<file path="src/rtl/alu_step_sequencer.sv">
// alu_step_sequencer: Moore control-step generator for a single-bus datapath.
// Runs fetch (T0..T2) and execute (T3..T6) for three-register ALU ops and
// HI/LO-writeback MUL/DIV, with wait states on memory-ready and ALU-done.
module alu_step_sequencer #(
  parameter int                 DATA_W   = 32,
  parameter int                 NUM_REGS = 16,
  parameter int                 OPC_W    = 5,
  parameter logic [OPC_W-1:0]   OPC_MUL  = 5'b01111,
  parameter logic [OPC_W-1:0]   OPC_DIV  = 5'b10000
) (
  input  logic                  Clock_i,
  input  logic                  Resetn_i,
  input  logic                  Run_i,
  input  logic [DATA_W-1:0]     IR_value_i,
  input  logic                  Mem_ready_i,
  input  logic                  Alu_done_i,
  output logic                  PCout_o,
  output logic                  MARin_o,
  output logic                  IncPC_o,
  output logic                  Zin_o,
  output logic                  ZLOout_o,
  output logic                  ZHIout_o,
  output logic                  PCin_o,
  output logic                  Read_o,
  output logic                  MDRin_o,
  output logic                  MDRout_o,
  output logic                  IRin_o,
  output logic                  Yin_o,
  output logic                  HIin_o,
  output logic                  LOin_o,
  output logic [NUM_REGS-1:0]   Rout_o,
  output logic [NUM_REGS-1:0]   Rin_o,
  output logic [OPC_W-1:0]      ALU_op_o,
  output logic [3:0]            Step_o,
  output logic                  Busy_o,
  output logic                  Done_o
);

  localparam int REG_SEL_W = (NUM_REGS > 1) ? $clog2(NUM_REGS) : 1;
  // Register fields sit directly below the opcode, MSB-first: Ra, Rb, Rc.
  localparam int RA_LSB = DATA_W - OPC_W - REG_SEL_W;
  localparam int RB_LSB = RA_LSB - REG_SEL_W;
  localparam int RC_LSB = RB_LSB - REG_SEL_W;

  // Step codes are visible on Step_o, so the encoding is fixed.
  typedef enum logic [3:0] {
    S_IDLE = 4'd0,
    S_T0   = 4'd1,
    S_T1   = 4'd2,
    S_T2   = 4'd3,
    S_T3   = 4'd4,
    S_T4   = 4'd5,
    S_T5   = 4'd6,
    S_T6   = 4'd7,
    S_DONE = 4'd8
  } state_e;

  state_e                 state_q, state_d;
  logic                   t1_hold_q;   // previous cycle was already T1
  logic [OPC_W-1:0]       opcode_s;
  logic [REG_SEL_W-1:0]   ra_s, rb_s, rc_s;
  logic                   mul_div_s;

  // One-hot register select; an index at or above NUM_REGS selects nothing.
  function automatic logic [NUM_REGS-1:0] reg_onehot(input logic [REG_SEL_W-1:0] sel);
    logic [NUM_REGS-1:0] oh;
    oh = '0;
    for (int i = 0; i < NUM_REGS; i++) begin
      oh[i] = (sel == REG_SEL_W'(i));
    end
    return oh;
  endfunction

  assign opcode_s  = IR_value_i[DATA_W-1 -: OPC_W];
  assign ra_s      = IR_value_i[RA_LSB +: REG_SEL_W];
  assign rb_s      = IR_value_i[RB_LSB +: REG_SEL_W];
  assign rc_s      = IR_value_i[RC_LSB +: REG_SEL_W];
  assign mul_div_s = (opcode_s == OPC_MUL) || (opcode_s == OPC_DIV);

  // IR bits below the register fields carry no control information.
  generate
    if (RC_LSB > 0) begin : g_ir_tail
      logic unused_ir_tail_s;
      assign unused_ir_tail_s = ^IR_value_i[RC_LSB-1:0];
    end
  endgenerate

  // State register plus the first-T1-cycle tracker used to gate PCin.
  always_ff @(posedge Clock_i or negedge Resetn_i) begin
    if (!Resetn_i) begin
      state_q   <= S_IDLE;
      t1_hold_q <= 1'b0;
    end else begin
      state_q   <= state_d;
      t1_hold_q <= (state_q == S_T1);
    end
  end

  // Next-state logic, including memory and ALU wait states.
  always_comb begin
    state_d = state_q;
    case (state_q)
      S_IDLE: begin
        if (Run_i) state_d = S_T0;
        else       state_d = S_IDLE;
      end
      S_T0: state_d = S_T1;
      S_T1: begin
        if (Mem_ready_i) state_d = S_T2;
        else             state_d = S_T1;
      end
      S_T2: state_d = S_T3;
      S_T3: state_d = S_T4;
      S_T4: begin
        if (mul_div_s && !Alu_done_i) state_d = S_T4;
        else                          state_d = S_T5;
      end
      S_T5: begin
        if (mul_div_s) state_d = S_T6;
        else           state_d = S_DONE;
      end
      S_T6:    state_d = S_DONE;
      S_DONE:  state_d = S_IDLE;
      default: state_d = S_IDLE;
    endcase
  end

  // Moore output decode: at most one bus driver per state.
  always_comb begin
    PCout_o  = 1'b0;
    MARin_o  = 1'b0;
    IncPC_o  = 1'b0;
    Zin_o    = 1'b0;
    ZLOout_o = 1'b0;
    ZHIout_o = 1'b0;
    PCin_o   = 1'b0;
    Read_o   = 1'b0;
    MDRin_o  = 1'b0;
    MDRout_o = 1'b0;
    IRin_o   = 1'b0;
    Yin_o    = 1'b0;
    HIin_o   = 1'b0;
    LOin_o   = 1'b0;
    Rout_o   = '0;
    Rin_o    = '0;
    ALU_op_o = '0;
    Done_o   = 1'b0;
    Busy_o   = (state_q != S_IDLE);
    Step_o   = state_q;
    case (state_q)
      S_T0: begin
        PCout_o = 1'b1;
        MARin_o = 1'b1;
        IncPC_o = 1'b1;
        Zin_o   = 1'b1;
      end
      S_T1: begin
        ZLOout_o = 1'b1;
        PCin_o   = !t1_hold_q;   // load PC once even if the read stalls
        Read_o   = 1'b1;
        MDRin_o  = 1'b1;
      end
      S_T2: begin
        MDRout_o = 1'b1;
        IRin_o   = 1'b1;
      end
      S_T3: begin
        Rout_o   = reg_onehot(rb_s);
        Yin_o    = 1'b1;
        ALU_op_o = opcode_s;
      end
      S_T4: begin
        Rout_o   = reg_onehot(rc_s);
        Zin_o    = 1'b1;
        ALU_op_o = opcode_s;
      end
      S_T5: begin
        ZLOout_o = 1'b1;
        ALU_op_o = opcode_s;
        if (mul_div_s) begin
          LOin_o = 1'b1;
        end else begin
          Rin_o  = reg_onehot(ra_s);
        end
      end
      S_T6: begin
        ZHIout_o = 1'b1;
        HIin_o   = 1'b1;
        ALU_op_o = opcode_s;
      end
      S_DONE: Done_o = 1'b1;
      default: ;
    endcase
  end

endmodule

</file>
<file path="config.mk">
export PLATFORM = sky130hd
export DESIGN_NAME = alu_step_sequencer
export DESIGN_NICKNAME = d
export VERILOG_FILES = /design/src/rtl/alu_step_sequencer.sv
export SDC_FILE = /design/constraint.sdc
export NUM_CORES = 1
export LEC_CHECK = 0
export ABC_AREA = 0
export CORE_UTILIZATION = 26
export DETAILED_ROUTE_END_ITERATION = 16
export PLACE_DENSITY_LB_ADDON = 0.08
export SLEW_MARGIN = 5
export SYNTH_ARGS = -nofsm -noshare
export SYNTH_HDL_FRONTEND = slang
export SYNTH_SLANG_ARGS = --single-unit
</file>
<file path="constraint.sdc">
create_clock -name Clock_i -period 1.9 [get_ports Clock_i]
set_clock_uncertainty 0.2 [all_clocks]
set_input_delay 0.38 -clock Clock_i [delete_from_list [all_inputs] [get_ports Clock_i]]
set_output_delay 0.38 -clock Clock_i [all_outputs]
set_load 0.01 [all_outputs]
</file>
==> qor.txt <==
Least-Margin Pin Slew: 0.3039 ns
Top cells by area, synth: dfrtp_1, nor2_1, nor3_1, mux2i_1, nand2b_1
Cells after Synth: 114
Reg power frac: 7.7%
#FFs+latches synth: 5
Share of the synthesized area in the top cell type: 16.13%
Total congestion overflow: 0
DRC: 0
Total chip power: 2.549 mW
Final worst setup slack: -0.6416 ns
I/O Pins: 94
Area Overhead vs Synth: 205.2%
CTS tree: yes
LEAKAGE: 1.133 nW
Final wirelength: 4644 um
Logic pwr share: 87.0%
Power Density: 1077 nW/um^2
Post-cts hold buffer count: 0
N_diodes: 0
Number of CTS-inserted buffers: 3
Final period util: 133.8%
Footprint of the multi-input gates: 994.7 um^2
Setup Viol. Count Final: 53
Total GRT Usage: 26.48%
Vias per std cell: 5.120
Post-DP HPWL: 2412 um
Global-route wire length before repair: 6789 um
Share of cells above drive strength 1: 76.59%
Clock transition at path regs: 0.05 ns
Crit. End Element: primary output
Status: finished with violations
Routability Congestion: 0.7713
Max Freq: 393.4 MHz
Final ANT Viol Nets: 0
Hold WC Path Type: input port to asynchronous set/reset pin
Max-slew violations: 0
Setup Crit Path Kind: flip-flop to primary output
CP arrival: 1.96 ns
Fillers: 158
Failing checks: negative setup slack
Number of global-route vias before repair: 1477
Number of nets in the layout: 290
I/O Buffers: 78
Die H: 56.62 um
Cell variety after synth: 33
Register Area: 125.1 um^2
Root buf cell: clkbuf_4
Clk_lat worst skew: 0.25 ns
Final Hold Viols: 0
Internal: 1.434 mW
Sequential element share of the synthesized area: 16.13%
Initial antenna violation count: 0
Worst R2R Setup Slack: 0.03 ns
Die area: 3206 um^2
H-tree level count: 1
Syn Std Cell Area: 775.7 um^2
Startpoint Class: flip-flop
CP required: 1.32 ns
Yosys warns: 0
CTS max path bufs: 2
Via count: 1449
Die width: 56.62 um
Maximum VDD drop: 1.215 mV
Clock group share of total power: 5.3%
Crit-path max FO: 4
Cell taking the most area after synthesis: dfrtp_1
Largest net degree at the start of global routing: 10
DRT iter0 DRCs: 46
Syn avg cell area: 6.805 um^2
Switch Pwr: 1.115 mW
DRT Pass-1 Iters: 4
Fin crit period: 2.542 ns
Worst hold slack: 0.1656 ns
Num rows: 19
RSZ-0062 raised after global routing: true
Pre-CTS setup slack: -0.9727 ns
Max-cap violations: 0
Slew HR: 79.69%
Core Region: 2781 um^2
CTS sink count: 5
Switching Share: 43.75%
Syn nets: 151
Wire per inst: 16.41 um
Initial Utilization: 27.89%
[layout by cell type (no fill, tap or decap), drive strengths merged, types with 3 or more instances in the layout]
cell           Yosys  final
clkbuf             2      4
nor2              30     30
dlygate4sd2        0     10
mux2i              6      6
buf                8    119
clkdlybuf4s50      0     11
and2               5      5
nor4               4      4
nand2              9      9
dfrtp              5      5
nor3              15     15
nand2b             8      8
clkdlybuf4s15      0      3
[per-stage QoR]
step	util (%)	cells	area [um^2]	TNS, ns
2_1_floorplan	-	114	894.6	-1.018
3_3_place_gp	64.91	234	1805	-31.50
3_5_place_dp	64.91	234	1805	-32.63
4_1_cts	77.24	272	2148	-16.73
5_1_grt	85.11	283	2367	-22.96
6_report	85.11	283	2367	-19.45
[sequential cells by signal, indices dropped and copies added (netlist names)]
register and count:
Step_o 4, t1_hold_q 1
[final timing paths]
check                          start         to  cells past startpoint
setup / recovery           Step_o[0]  Rout_o[6]                      8
hold / removal              Resetn_i  Step_o[2]                      1
setup reg to reg           Step_o[0]  Step_o[0]                      9
hold reg to reg            Step_o[3]  Step_o[0]                      3
max in group asynchronous   Resetn_i  Step_o[0]                      1
min in group Clock_i       Step_o[3]  Step_o[0]                      3
[power groups by stage]
stage	Combinational, mW	Clock [mW]	Sequential (mW)
after global routing	2.33	0.142	0.200
final	2.22	0.135	0.196
after CTS	1.88	0.127	0.184
after global placement	1.38	0	0.178
after floorplan	0.680	0	0.207
after detailed placement	1.40	0	0.181
[final cells by class]
class / instances / area share (%)
multi-input combinational: 99 / 42.02
sequential: 5 / 5.285
clock buffer: 4 / 1.110
tap: 31 / 1.638
timing repair buffer: 144 / 49.95
[cells in the mapped netlist (all sizes together)]
library cell and n:
a211o 1, nor3b 1, nor4 4, buf 8
a2bb2oi 1, and3 1, o21bai 1, dfrtp 5
nor2b 1, nand4b 2, nand3b 1, nor4b 1
and4bb 1, and4 1, or4 1, and2 5
nor3 15, a22oi 1, clkbuf 2, a311oi 1
nand2 9, nand2b 8, o21ai 1, nor2 30
a21oi 2, mux2i 6, or2 2, mux2 1
nand3 1
[metal layers]
layer / routed length, um / track usage (%)
met4: 110 / 7.666
met5: 0 / 0
met2: 2624 / 53.11
met1: 1667 / 27.38
met3: 241 / 4.378
[worst max-delay path, stage by stage, from the launching register on]
cell and delay [ns]:
dfrtp_1 0.42, and4bb_1 0.23, buf_6 0.14, mux2i_4 0.19
buf_6 0.13, buf_6 0.10, or2_4 0.27, nor2_4 0.11
buf_6 0.11
[logic make-up after synthesis]
family,synth area share [%]
buffers and inverters,7.902
multiplexers,10.81
AND/OR/NAND/NOR,57.10
AO/OA/AOI/OAI,8.065
flip-flops,16.13
[repair_timing]
| item | in CTS | in global routing |
|---|---|---|
| hold endpoints to repair | 0 | 0 |
| setup buffers | 38 | 12 |
| cloned | 0 | 0 |
| pin swaps | 23 | 27 |
| gates resized for setup | 276 | 54 |
| setup endpoints to repair | 58 | 54 |
Note: power is estimated with default switching activity, not from simulation.
